**src/rtl/hazard_stall_sequencer.sv**
```systemverilog
// rtl/hazard_stall_sequencer.sv - pipeline front-end stall/flush/freeze sequencer with stall watchdog
// Optional feature macro: HAZ_PERF_CNT_EN (builds the stall_cycles / flush_count counters).
module hazard_stall_sequencer #(
  parameter int MDU_LATENCY = 4,
  parameter int STALL_MAX   = 8,
  parameter int CNT_W       = 16
) (
  input  logic             Clk,
  input  logic             Rst_n,
  input  logic             jr_pending,
  input  logic             data_hazard,
  input  logic             ctrl_xfer,
  input  logic             mdu_start,
  output logic             PCWrite,
  output logic             IF_ID_Write,
  output logic             ID_EX_Write,
  output logic             control,
  output logic             IF_ID_flush,
  output logic             stall_active,
  output logic             watchdog_err,
  output logic [CNT_W-1:0] stall_cycles,
  output logic [CNT_W-1:0] flush_count
);

  // A zero latency still needs a one-bit counter so the declaration stays legal.
  localparam int MCW = (MDU_LATENCY > 0) ? $clog2(MDU_LATENCY + 1) : 1;
  localparam int WDW = $clog2(STALL_MAX + 1);
  localparam logic [MCW-1:0] MDU_LOAD = (MDU_LATENCY > 0) ? MCW'(MDU_LATENCY - 1) : '0;
  localparam logic [WDW-1:0] WD_MAX   = WDW'(STALL_MAX);

  typedef enum logic {
    RUN      = 1'b0,
    MDU_WAIT = 1'b1
  } state_t;

  state_t           state_q, state_d;
  logic [MCW-1:0]   mdu_cnt_q, mdu_cnt_d;
  logic [WDW-1:0]   wd_cnt_q, wd_cnt_d;
  logic             watchdog_err_q, watchdog_err_d;
  logic             stall_case;

  // Stall sub-case only exists in RUN; MDU_WAIT ignores every input.
  assign stall_case = (state_q == RUN) && (jr_pending || data_hazard);

  // Output decode: reset forcing first, then the freeze, then RUN priority stall > flush > normal.
  always_comb begin
    PCWrite     = 1'b1;
    IF_ID_Write = 1'b1;
    ID_EX_Write = 1'b1;
    control     = 1'b1;
    IF_ID_flush = 1'b0;
    if (!Rst_n) begin
      PCWrite     = 1'b0;
      IF_ID_Write = 1'b0;
      ID_EX_Write = 1'b0;
      control     = 1'b0;
      IF_ID_flush = 1'b1;
    end else if (state_q == MDU_WAIT) begin
      PCWrite     = 1'b0;
      IF_ID_Write = 1'b0;
      ID_EX_Write = 1'b0;
    end else if (stall_case) begin
      PCWrite     = 1'b0;
      IF_ID_Write = 1'b0;
      control     = 1'b0;
    end else if (ctrl_xfer) begin
      IF_ID_Write = 1'b0;
      IF_ID_flush = 1'b1;
    end
  end

  assign stall_active = ~PCWrite;
  assign watchdog_err = watchdog_err_q;

  // Next state: a mult/div in EX starts the freeze regardless of the RUN sub-case.
  always_comb begin
    state_d   = state_q;
    mdu_cnt_d = mdu_cnt_q;
    case (state_q)
      RUN: begin
        if (mdu_start && (MDU_LATENCY > 0)) begin
          state_d   = MDU_WAIT;
          mdu_cnt_d = MDU_LOAD;
        end
      end
      MDU_WAIT: begin
        if (mdu_cnt_q == '0) begin
          state_d = RUN;
        end else begin
          mdu_cnt_d = mdu_cnt_q - MCW'(1);
        end
      end
      default: begin
        state_d   = RUN;
        mdu_cnt_d = '0;
      end
    endcase
  end

  // Watchdog: count consecutive RUN stall cycles, latch the error when the limit is reached.
  always_comb begin
    wd_cnt_d       = '0;
    watchdog_err_d = watchdog_err_q;
    if (stall_case) begin
      wd_cnt_d = (wd_cnt_q == WD_MAX) ? wd_cnt_q : wd_cnt_q + WDW'(1);
      if (wd_cnt_d == WD_MAX) begin
        watchdog_err_d = 1'b1;
      end
    end
  end

  // Sequencer and watchdog state registers.
  always_ff @(posedge Clk or negedge Rst_n) begin
    if (!Rst_n) begin
      state_q        <= RUN;
      mdu_cnt_q      <= '0;
      wd_cnt_q       <= '0;
      watchdog_err_q <= 1'b0;
    end else begin
      state_q        <= state_d;
      mdu_cnt_q      <= mdu_cnt_d;
      wd_cnt_q       <= wd_cnt_d;
      watchdog_err_q <= watchdog_err_d;
    end
  end

`ifdef HAZ_PERF_CNT_EN
  logic [CNT_W-1:0] stall_cycles_q, stall_cycles_d;
  logic [CNT_W-1:0] flush_count_q, flush_count_d;

  // Saturating event counters for cycles with the PC held and cycles with IF/ID flushed.
  always_comb begin
    stall_cycles_d = stall_cycles_q;
    flush_count_d  = flush_count_q;
    if (!PCWrite && (stall_cycles_q != '1)) begin
      stall_cycles_d = stall_cycles_q + CNT_W'(1);
    end
    if (IF_ID_flush && (flush_count_q != '1)) begin
      flush_count_d = flush_count_q + CNT_W'(1);
    end
  end

  // Counter registers; reset holds them at zero so reset cycles are never counted.
  always_ff @(posedge Clk or negedge Rst_n) begin
    if (!Rst_n) begin
      stall_cycles_q <= '0;
      flush_count_q  <= '0;
    end else begin
      stall_cycles_q <= stall_cycles_d;
      flush_count_q  <= flush_count_d;
    end
  end

  assign stall_cycles = stall_cycles_q;
  assign flush_count  = flush_count_q;
`else
  assign stall_cycles = '0;
  assign flush_count  = '0;
`endif

endmodule
```
**config.mk**
```make
export PLATFORM = sky130hd
export DESIGN_NAME = hazard_stall_sequencer
export DESIGN_NICKNAME = d
export VERILOG_FILES = /design/src/rtl/hazard_stall_sequencer.sv
export SDC_FILE = /design/constraint.sdc
export NUM_CORES = 1
export LEC_CHECK = 0
export ABC_AREA = 1
export CELL_PAD_IN_SITES_DETAIL_PLACEMENT = 1
export CELL_PAD_IN_SITES_GLOBAL_PLACEMENT = 1
export CORE_MARGIN = 2
export CORE_UTILIZATION = 26
export DETAILED_ROUTE_END_ITERATION = 10
export PLACE_DENSITY_LB_ADDON = 0.1
export SLEW_MARGIN = 30
export SYNTH_ARGS = -nofsm -noshare
export SYNTH_HDL_FRONTEND = slang
export SYNTH_SLANG_ARGS = --single-unit
```
**constraint.sdc**
```tcl
create_clock -name Clk -period 3.4 [get_ports Clk]
set_input_delay 0.68 -clock Clk [delete_from_list [all_inputs] [get_ports Clk]]
set_output_delay 0.68 -clock Clk [all_outputs]
set_load 0.01 [all_outputs]
```
== Yosys cells after proc, flatten, opt, wreduce, memory -nomap -nowiden ==
Index checks and enable logic that the tools add are counted.
Operators by class
  $add $sub $neg: 2
  eq/ne operators: 4
  multiplexer cells: 23
  bitwise gates (word level): 2
  reductions and logical operators: 5
Operators by type and width (number)
  $mux 1: 17
  $eq 4x4->1 const B: 2
  $mux 4: 2
  $mux 3: 2
  $pmux 3 s2: 1
  $add 4x1->4 const B: 1
  $ne 2x2->1 const B: 2
  $reduce_and 2->1: 2
  $logic_not 3->1: 1
  $sub 3x1->3 const B: 1
  $not 1->1: 2
  $pmux 1 s2: 1
  $logic_and 1x1->1: 1
  $logic_or 1x1->1: 1
Storage, ports and cells
  bits in registers: 9
  output and inout port bits: 39
  word-level logic and storage cells: 40

== Longest topological paths before layout ==
Gate-level depths: netlist (run 1).
  depth after elaboration: 6
  mapped depth: 8

== Worst setup path after synthesis (run 1) ==
No wires, ideal clock.
  kind: input to output
  start point: input port Rst_n
  end point: output port IF_ID_Write
  data arrival time: 1267 ps
  setup slack: 1453 ps
  cell stages on the path: 4
  path buffers: 0
  path through: inv_1 -> nor2_1 -> nand2_1 -> nor2_1
On the way
  cells in the longest elaborated chain, start to end: 1
Ends and longest elaborated chain
  from (decl): RTL line 9  | input logic Rst_n,
  $mux 1: RTL line 52  | if (!Rst_n) begin
  to (decl): RTL line 15  | output logic IF_ID_Write,
No other way between the ends.

== Final worst setup path (run 1) ==
Same ends and word-level chain as after synthesis.

==> results.md, run 1 <==
* Worst-Skew Late Latency at 0.26 ns
* Distinct cell type count after synthesis at 17
* Detail-routed net length per standard cell at between 9 and 10 um
* Maximum clock rate at approximately 360 MHz
* Diodes inserted at 0
* Largest net degree at the start of global routing at 11
* Fraction of the yosys area taken by sequential cells at 0.304
* Count of cell instances traversed by the critical path at 6
* Cell Rows at 19
* Post-Route WL at 1300 um
* Count of hold buffers inserted by post-cts repair at 0
* Standard cell with the maximum stage delay on the critical path: sky130_fd_sc_hd__clkdlybuf4s50_1
* # IOs at 45
* Vias in the first global route at about 460
* Fin nets at 122
* Clock-pin slew on the worst setup and hold paths at approximately 0.060 ns
* Yosys warns at 0
* Final GP Congestion at 0.773
* Die height at 57.4 um
* First-iteration detailed-routing DRC count at 3
* Commonest non-fill, non-tap cells in the layout: sky130_fd_sc_hd__conb_1, sky130_fd_sc_hd__inv_1, sky130_fd_sc_hd__nand2_1, sky130_fd_sc_hd__clkdlybuf4s50_1, sky130_fd_sc_hd__dfrtp_1
* Critical path destination: IF_ID_Write
* Post-synthesis cell type with the largest combined area: sky130_fd_sc_hd__buf_4
* Register bit total from synthesis at 9
* Number of gates resized after cts at 0
* Top-area cell type share of the netlist area at 0.324
* Post-synth design cell area at 742 um2
* Total routing usage reported by global routing at 0.0865
* Result of the run: completed
* Ratio of total power to cell area at 586 nW/um2
* CTS sink cnt at 9
* Total cell area at the placement stage at 785 um2
* Synth Instances at 95
* Crit path max fanout at 3
* Launching element type of the critical path: primary input
* RSZ-0062 raised after global routing: false
* TritonCTS clock tree: built
* Count of fill cells added during filler insertion at between 300 and 400
* Average footprint of a synthesized cell at a little under 8 um2
* Number of post-CTS setup repair buffers at 0
* Grt met1 use at 0.0933
* CTS H-tree lvls at 1
* Type of element capturing the critical path: output port
* Type of the setup path with the least slack: primary input to output port
* Setup slack of the most critical reg-to-reg path at 2.08 ns
* Placeable Area at about 2700 um2
* Post-route worst hold slack at 0.472 ns
* GRT met2 Usage at 0.143
* Family with the most delay on the worst path: buffers and inverters
* Clock Root Buffer: sky130_fd_sc_hd__clkbuf_4
* Leakage dissipation at 0.435 nW
* Top area cells in the synthesized netlist: sky130_fd_sc_hd__buf_4, sky130_fd_sc_hd__dfrtp_1, sky130_fd_sc_hd__ha_1, sky130_fd_sc_hd__inv_1, sky130_fd_sc_hd__nand2_1
* Largest stage delay, worst path at 0.53 ns
* Worst min path class: register to register
* Setup Skew at 0.00105 ns
* Reg2Reg Launch Point: mdu_cnt_q[0]
* Wire length of the first global-routing pass at roughly 2100 um
* DR vias at ~540
* Worst-case reg-to-reg path depth at 7
* Die span in x at between 50 and 60 um
* TritonCTS Buffers at 3
* Total iterations of the first detailed-routing run at 4
* Layout cell share with drive strength beyond 1 at 0.0721
* Cells along the critical path: clkdlybuf4s50_1 > inv_1 > nor2_1 > nand2_1 > nor2_1 > clkdlybuf4s50_1
* Port Buf Inserts at 12
* Area growth from synthesis to layout at 9.27%
* Fin crit share at 0.811
* Antenna violations before repair at 0
* Initial Utilization at 0.271
* Critical path startpoint: Rst_n
* Top Usage Layer GRT: met2
* Final Critical Period at 2.76 ns
* Most common library cell in the layout ignoring fill and taps: sky130_fd_sc_hd__conb_1
* R2R Path End: mdu_cnt_q[0]
* Max-cap violation count at 0
* Cell area after layout at 811 um2
* Routing usage on met3 at 0.0340
* Residual overflow from global routing at 0
* Dpl hpwl at between 1000 and 1500 um
* Required arrival time at the worst endpoint at 2.72 ns
* Data arrival at the endpoint of the critical path at ~2.1 ns
* Total count of hold-check failures in the final report at 0
* Final setup TNS at 0 ns
* Count of buffering cells on the critical path with inverters included at 3
* Total count of max-transition violations in the final report at 0
* Remaining number of nets flagged by the antenna check after routing at 0
* DRC violation count after routing at 0
* Total Die Area at between 3000 and 4000 um2
* Setup violations, final at 0
* Vias/cell at ~3.8
* Maximum VDD drop at 0.000328 V
* CTS Buffer Depth at 2
[tightest hold or removal path: cells and delay by family, from the launching register on]
family | cells | cell delay [ns]
buf+inv | 1 | 0.04
flops | 1 | 0.34
simple gates | 1 | 0.05
[sequential cells by signal, summed over array words and instances, names as in the netlist]
name	cells
wd_cnt_q	4
mdu_cnt_q	3
state_q	1
watchdog_err	1
[Yosys cell counts, drive strengths merged]
| master | number |
|---|---|
| a21oi | 2 |
| nand3 | 5 |
| nor2 | 8 |
| o211ai | 1 |
| o21ai | 2 |
| dfrtp | 9 |
| or2 | 1 |
| conb | 1 |
| buf | 32 |
| inv | 14 |
| ha | 4 |
| nand2 | 13 |
| o22ai | 1 |
| nand4 | 2 |
[layer usage]
metal | wire length, um | vias up
li1 | - | 261
met1 | 481 | 255
met2 | 707 | 18
met3 | 81 | 4
met4 | 25 | 0
met5 | 0 | -
[cell families (layout without fill, tap and decap cells)]
group           count (synthesis)  after routing  synth area share
flops                           9              9             0.304
buf+inv                        46             31             0.395
other cells                     1             32           0.00505
compound gates                  6              6            0.0506
fa+ha+maj                       4              4            0.0675
simple gates                   29             29             0.179
[power breakdown]
part | internal [mW] | leakage [nW] | switching, mW
clock | 0.0453 | 0.0150 | 0.0388
sequential | 0.141 | 0.110 | 0.0230
combinational | 0.0931 | 0.310 | 0.134
total | 0.280 | 0.435 | 0.195
[worst min path at each step]
stage	start	end	slack (ns)	depth (start not counted)
CTS	watchdog_err	watchdog_err	0.48	2
finish	watchdog_err	watchdog_err	0.47	2
global route	watchdog_err	watchdog_err	0.53	2
detailed placement	watchdog_err	watchdog_err	0.47	2
global placement	watchdog_err	watchdog_err	0.45	2
floorplan	Rst_n	mdu_cnt_q[0]	0.38	0
[stage by stage]
| stage | utilization | worst slack (ns) | std cells | total power [mW] |
|---|---|---|---|---|
| after CTS | 0.297 | 0.629 | 142 | 0.488 |
| final | 0.297 | 0.644 | 142 | 0.475 |
| after detailed placement | 0.287 | 0.631 | 138 | 0.396 |
| after global routing | 0.297 | 0.546 | 142 | 0.525 |
| after floorplan | - | 1.45 | 126 | 0.356 |
| after global placement | 0.287 | 0.659 | 138 | 0.391 |
[layout make-up]
cell class                      instances  area [um2]  area share
Multi-Input combinational cell         71         340       0.420
Timing Repair Buffer                   13         128       0.157
Sequential cell                         9         225       0.278
Clock buffer                            4        26.3      0.0324
Inverter                               14        52.6      0.0648
Tap cell                               31        38.8      0.0478
(Power assumes the default switching activity.)
==> run 2: changes to the inputs <==
- CORE_UTILIZATION: 26 -> 25
- clock period: 3.4 -> 2.6 ns (I/O delays scaled with it)
==> run 2 against run 1 <==
Largest power group unchanged. Count of clock-buffer cells in the layout stayed put. Critical path type unchanged. Combinational power is 30% higher. Critical path depth stayed put. Critical endpoint unchanged. Worst hold slack better by 0.013 ns. Setup slack worse by 0.48 ns. Total power is 30% higher.
==> results.md, run 2 (same netlist as run 1, synthesis figures left out) <==
* Port Buf Inserts at 12
* Total Die Area at 3420 um2
* Cell Rows at 19
* Layout Cells excl Fill at 142
* Area growth from synthesis to layout at 9.27%
* Crit path max fanout at 3
* Die height at 58.5 um
* RSZ-0062 raised after global routing: false
* Final Critical Period at roughly 2.4 ns
* Family with the most delay on the worst path: buffers and inverters
* Vias in the first global route at 507
* Total count of hold-check failures in the final report at 0
* Count of buffering cells on the critical path with inverters included at 3
* TritonCTS clock tree: built
* Diodes inserted at 0
* TritonCTS Buffers at 3
* Ratio of total power to cell area at 761 nW/um2
* Setup Skew at 0.00311 ns
* Standard cell with the maximum stage delay on the critical path: sky130_fd_sc_hd__clkdlybuf4s50_1
* Total iterations of the first detailed-routing run at 3
* Clock Root Buffer: sky130_fd_sc_hd__clkbuf_4
* Maximum clock rate at roughly 400 MHz
* Dpl hpwl at 1120 um
* Largest net degree at the start of global routing at 11
* Sequential share of power at 0.348
* Clock power frac at 0.171
* Most common library cell in the layout ignoring fill and taps: sky130_fd_sc_hd__conb_1
* Max-cap violation count at 0
* Comb pwr share at 0.481
* Net switching power figure at about 0.25 mW
* Number of post-CTS setup repair buffers at 0
* Cell-internal power at between 0.3 and 0.4 mW
* Type of element capturing the critical path: output port
* Vias/cell at ~3.7
* Maximum VDD drop at 0.000370 V
* Type of the setup path with the least slack: primary input to output port
* Clock-pin slew on the worst setup and hold paths at 0.06 ns
* Layout cell share with drive strength beyond 1 at 0.0721
* Die span in x at 58.5 um
* Total cell area at the placement stage at 785 um2
* Largest regs: wd_cnt_q (4), mdu_cnt_q (3)
* Largest stage delay, worst path at between 0.5 and 0.6 ns
* Total count of max-transition violations in the final report at 0
* CTS sink cnt at 9
* Setup violations, final at 0
* Leakage dissipation at 0.435 nW
* Flip-flop count of the largest register, all copies and words added at 4
* Cell area after layout at 811 um2
* Total routing usage reported by global routing at 0.0864
* Critical path startpoint: Rst_n
* Post-Route WL at approximately 1300 um
* Initial Utilization at 0.267
* Launching element type of the critical path: primary input
* Count of hold buffers inserted by post-cts repair at 0
* Worst min path class: register to register
* Residual overflow from global routing at 0
* Register with the highest flop count: wd_cnt_q
* Data arrival at the endpoint of the critical path at ~1.9 ns
* CTS Buffer Depth at 2
* Commonest non-fill, non-tap cells in the layout: sky130_fd_sc_hd__conb_1, sky130_fd_sc_hd__inv_1, sky130_fd_sc_hd__nand2_1, sky130_fd_sc_hd__clkdlybuf4s50_1, sky130_fd_sc_hd__dfrtp_1
* Fin nets at 122
* Cell Count Post-Placement at ~140
* Worst-Skew Late Latency at 0.25 ns
* Final setup TNS at 0 ns
* # IOs at 45
* Detail-routed net length per standard cell at between 8 and 9 um
* CTS H-tree lvls at 1
* First-iteration detailed-routing DRC count at 26
* Reg2Reg Launch Point: mdu_cnt_q[0]
* Final GP Congestion at 0.736
* Fin crit share at 0.936
* Switching part of the total at 0.409
* DRC violation count after routing at 0
* DR vias at around 530
* Wire length of the first global-routing pass at 2190 um
* Antenna violations before repair at 0
* Number of gates resized after cts at 0
* Result of the run: completed
* Placeable Area at ~2800 um2
* Remaining number of nets flagged by the antenna check after routing at 0
* Cells along the critical path: clkdlybuf4s50_1 > inv_1 > nor2_1 > nand2_1 > nor2_1 > clkdlybuf4s50_1
* Origin of the worst min-delay path: watchdog_err
* Required arrival time at the worst endpoint at around 2.1 ns
==> run 2: cell counts in the layout (fill, tap and decap cells not counted) <==
Identical to the previous run, type by type.
==> run 2: power groups by stage <==
stage | Sequential, mW | Clock (mW) | Combinational [mW]
floorplan | 0.210 | 0 | 0.256
global placement | 0.217 | 0 | 0.294
detailed placement | 0.217 | 0 | 0.301
CTS | 0.215 | 0.112 | 0.306
global route | 0.221 | 0.119 | 0.345
finish | 0.215 | 0.106 | 0.296
==> run 2: area by class of cell <==
| class | count | area [um2] |
|---|---|---|
| clock buffer | 4 | 26.3 |
| inverter | 14 | 52.6 |
| tap | 31 | 38.8 |
| timing repair buffer | 13 | 128 |
| sequential | 9 | 225 |
| multi-input combinational | 71 | 340 |
| fill | 359 | 1970 |
==> run 2: worst reg2reg max path: stages, from the launching register on <==
cell and delay, ns:
sky130_fd_sc_hd__dfrtp_1 0.32, sky130_fd_sc_hd__inv_1 0.07, sky130_fd_sc_hd__ha_1 0.21, sky130_fd_sc_hd__ha_1 0.17
sky130_fd_sc_hd__or2_4 0.28, sky130_fd_sc_hd__nand2_4 0.08, sky130_fd_sc_hd__o21ai_1 0.08, sky130_fd_sc_hd__o21ai_2 0.05
==> run 2: worst paths after layout <==
check	endpoint	slack (ns)	depth (start not counted)
setup / recovery	IF_ID_Write	0.17	6
hold / removal	watchdog_err	0.48	2
setup reg to reg	mdu_cnt_q[0]	1.28	7
hold reg to reg	watchdog_err	0.48	2
max in group asynchronous	wd_cnt_q[3]	1.87	2
min in group asynchronous	mdu_cnt_q[0]	0.59	2
==> run 2: metal layers <==
layer / routed length, um / vias to the layer above / share of wire / track usage
met2: 681 / 22 / 0.54 / 0.151
met5: 0 / - / 0 / 0
li1: - / 259 / - / -
met4: 0 / 0 / 0 / 0.0199
met1: 494 / 244 / 0.39 / 0.0952
met3: 90 / 0 / 0.071 / 0.0396
==> run 2: stage by stage <==
step	hold slack (ns)	setup slack, ns	utilization	power [mW]
after floorplan	0.224	0.973	-	0.466
after global placement	0.454	0.169	0.282	0.511
after detailed placement	0.472	0.145	0.282	0.519
after CTS	0.493	0.139	0.291	0.633
after global routing	0.524	0.0271	0.291	0.685
final	0.484	0.167	0.291	0.617
==> run 3: changes to the inputs <==
- MAX_ROUTING_LAYER: unset -> met4
- REMOVE_ABC_BUFFERS: unset -> 1
==> run 3 against run 2 <==
Combinational power about the same. Total power barely moved. Flip-flop and latch count did not move. Cell area unchanged. Clock skew is 0.0016 ns lower. Utilization is the same. Count of clock-buffer cells in the layout did not move. Sequential power hardly changed. Wire length shrank 0.47%.
==> results.md, run 3 (same netlist as run 1, synthesis figures left out) <==
* Port Buf Inserts at 12
* Total iterations of the first detailed-routing run at 3
* Placeable Area at 2780 um2
* Worst min path class: register to register
* DRC violation count after routing at 0
* Fin crit share at 0.935
* Layout Cells excl Fill at about 140
* First-iteration detailed-routing DRC count at 4
* DR vias at 521
* Required arrival time at the worst endpoint at 2.08 ns
* Total count of hold-check failures in the final report at 0
* Setup Skew at around 0.0015 ns
* Origin of the worst min-delay path: watchdog_err
* Cell Count Post-Placement at 138
* Largest regs: wd_cnt_q (4), mdu_cnt_q (3)
* Number of gates resized after cts at 0
* TritonCTS Buffers at 3
* Final GP Congestion at 0.817
* Net switching power figure at 0.252 mW
* CTS Buffer Depth at 2
* Reg2Reg Launch Point: mdu_cnt_q[0]
* Max-cap violation count at 0
* Diodes inserted at 0
* Vias/cell at 3.67
* Leakage dissipation at 0.435 nW
* Cell-internal power at 0.365 mW
* Ratio of total power to cell area at 761 nW/um2
* Cell Rows at 19
* CTS H-tree lvls at 1
* Switching part of the total at 0.409
* Clock Root Buffer: sky130_fd_sc_hd__clkbuf_4
* Most common library cell in the layout ignoring fill and taps: sky130_fd_sc_hd__conb_1
* # IOs at 45
* Total cell area at the placement stage at 785 um2
* Crit path max fanout at 3
* Critical path startpoint: Rst_n
* Area growth from synthesis to layout at 9.27%
* Final setup TNS at 0 ns
* Type of the setup path with the least slack: primary input to output port
* Number of post-CTS setup repair buffers at 0
* Post-Route WL at 1260 um
* Clock power frac at 0.173
* Register with the highest flop count: wd_cnt_q
* Initial Utilization at 0.267
* Maximum clock rate at between 400 and 500 MHz
* Dpl hpwl at around 1100 um
* Vias in the first global route at 519
* Total count of max-transition violations in the final report at 0
* Worst-Skew Late Latency at 0.26 ns
* Cell area after layout at 811 um2
* Total routing usage reported by global routing at 0.0845
* TritonCTS clock tree: built
* Flip-flop count of the largest register, all copies and words added at 4
* Residual overflow from global routing at 0
* Final Critical Period at 2.43 ns
* Type of element capturing the critical path: output port
* Detail-routed net length per standard cell at 8.87 um
* Wire length of the first global-routing pass at 2170 um
* Total Die Area at 3420 um2
* Die height at around 58 um
* Setup slack of the most critical reg-to-reg path at between 1 and 1.5 ns
* Clock-pin slew on the worst setup and hold paths at 0.06 ns
* Largest net degree at the start of global routing at 11
* Result of the run: completed
* CTS sink cnt at 9
* Comb pwr share at 0.481
* Layout cell share with drive strength beyond 1 at 0.0721
* Fin nets at 122
* Data arrival at the endpoint of the critical path at 1.91 ns
* Setup violations, final at 0
* Remaining number of nets flagged by the antenna check after routing at 0
* Antenna violations before repair at 0
* Die span in x at 58.5 um
* Sequential share of power at 0.346
* Count of hold buffers inserted by post-cts repair at 0
* RSZ-0062 raised after global routing: false
* Launching element type of the critical path: primary input
* Commonest non-fill, non-tap cells in the layout: sky130_fd_sc_hd__conb_1, sky130_fd_sc_hd__inv_1, sky130_fd_sc_hd__nand2_1, sky130_fd_sc_hd__clkdlybuf4s50_1, sky130_fd_sc_hd__dfrtp_1
* Maximum VDD drop at 0.000558 V
run 3: cell counts in the layout (fill, tap and decap cells not counted):
Identical to the previous run, type by type.
run 3: power by group through the flow:
stage | clock [mW] | sequential, mW | combinational (mW)
after global routing | 0.122 | 0.221 | 0.350
final | 0.107 | 0.214 | 0.297
after CTS | 0.112 | 0.214 | 0.303
after global placement | 0 | 0.216 | 0.294
after floorplan | 0 | 0.210 | 0.221
after detailed placement | 0 | 0.217 | 0.298
run 3: final cells by class:
type	instances	area [um2]
clock buffer	4	26.3
fill	358	1970
inverter	14	52.6
multi-input combinational	71	340
sequential	9	225
tap	31	38.8
timing repair buffer	13	128
run 3: worst paths after layout:
check                           cells past startpoint           end
worst max-delay path                                6   IF_ID_Write
worst min-delay path                                2  watchdog_err
worst max register to register                      7  mdu_cnt_q[0]
worst min register to register                      2  watchdog_err
max in group asynchronous                           2   wd_cnt_q[2]
min in group asynchronous                           2       state_q
run 3: worst max-delay path, stage by stage:
cell and delay (ns):
sky130_fd_sc_hd__clkdlybuf4s50_1 0.48, sky130_fd_sc_hd__inv_1 0.06, sky130_fd_sc_hd__nor2_1 0.12, sky130_fd_sc_hd__nand2_1 0.10, sky130_fd_sc_hd__nor2_1 0.10, sky130_fd_sc_hd__clkdlybuf4s50_1 0.53
run 3: metal layers:
metal	up-vias	part of all wire	global-route usage
met5	-	0	-
met4	0	0.0063	0.00997
met3	2	0.079	0.0396
met2	21	0.52	0.146
met1	236	0.39	0.0907
li1	262	-	-
run 3: through the flow:
stage	setup WS, ns	hold slack, ns	total power [mW]	utilization
after CTS	0.154	0.490	0.629	0.291
final	0.168	0.483	0.617	0.291
after floorplan	0.973	0.224	0.430	-
after detailed placement	0.154	0.465	0.515	0.282
after global placement	0.175	0.455	0.510	0.282
after global routing	0.0789	0.536	0.693	0.291
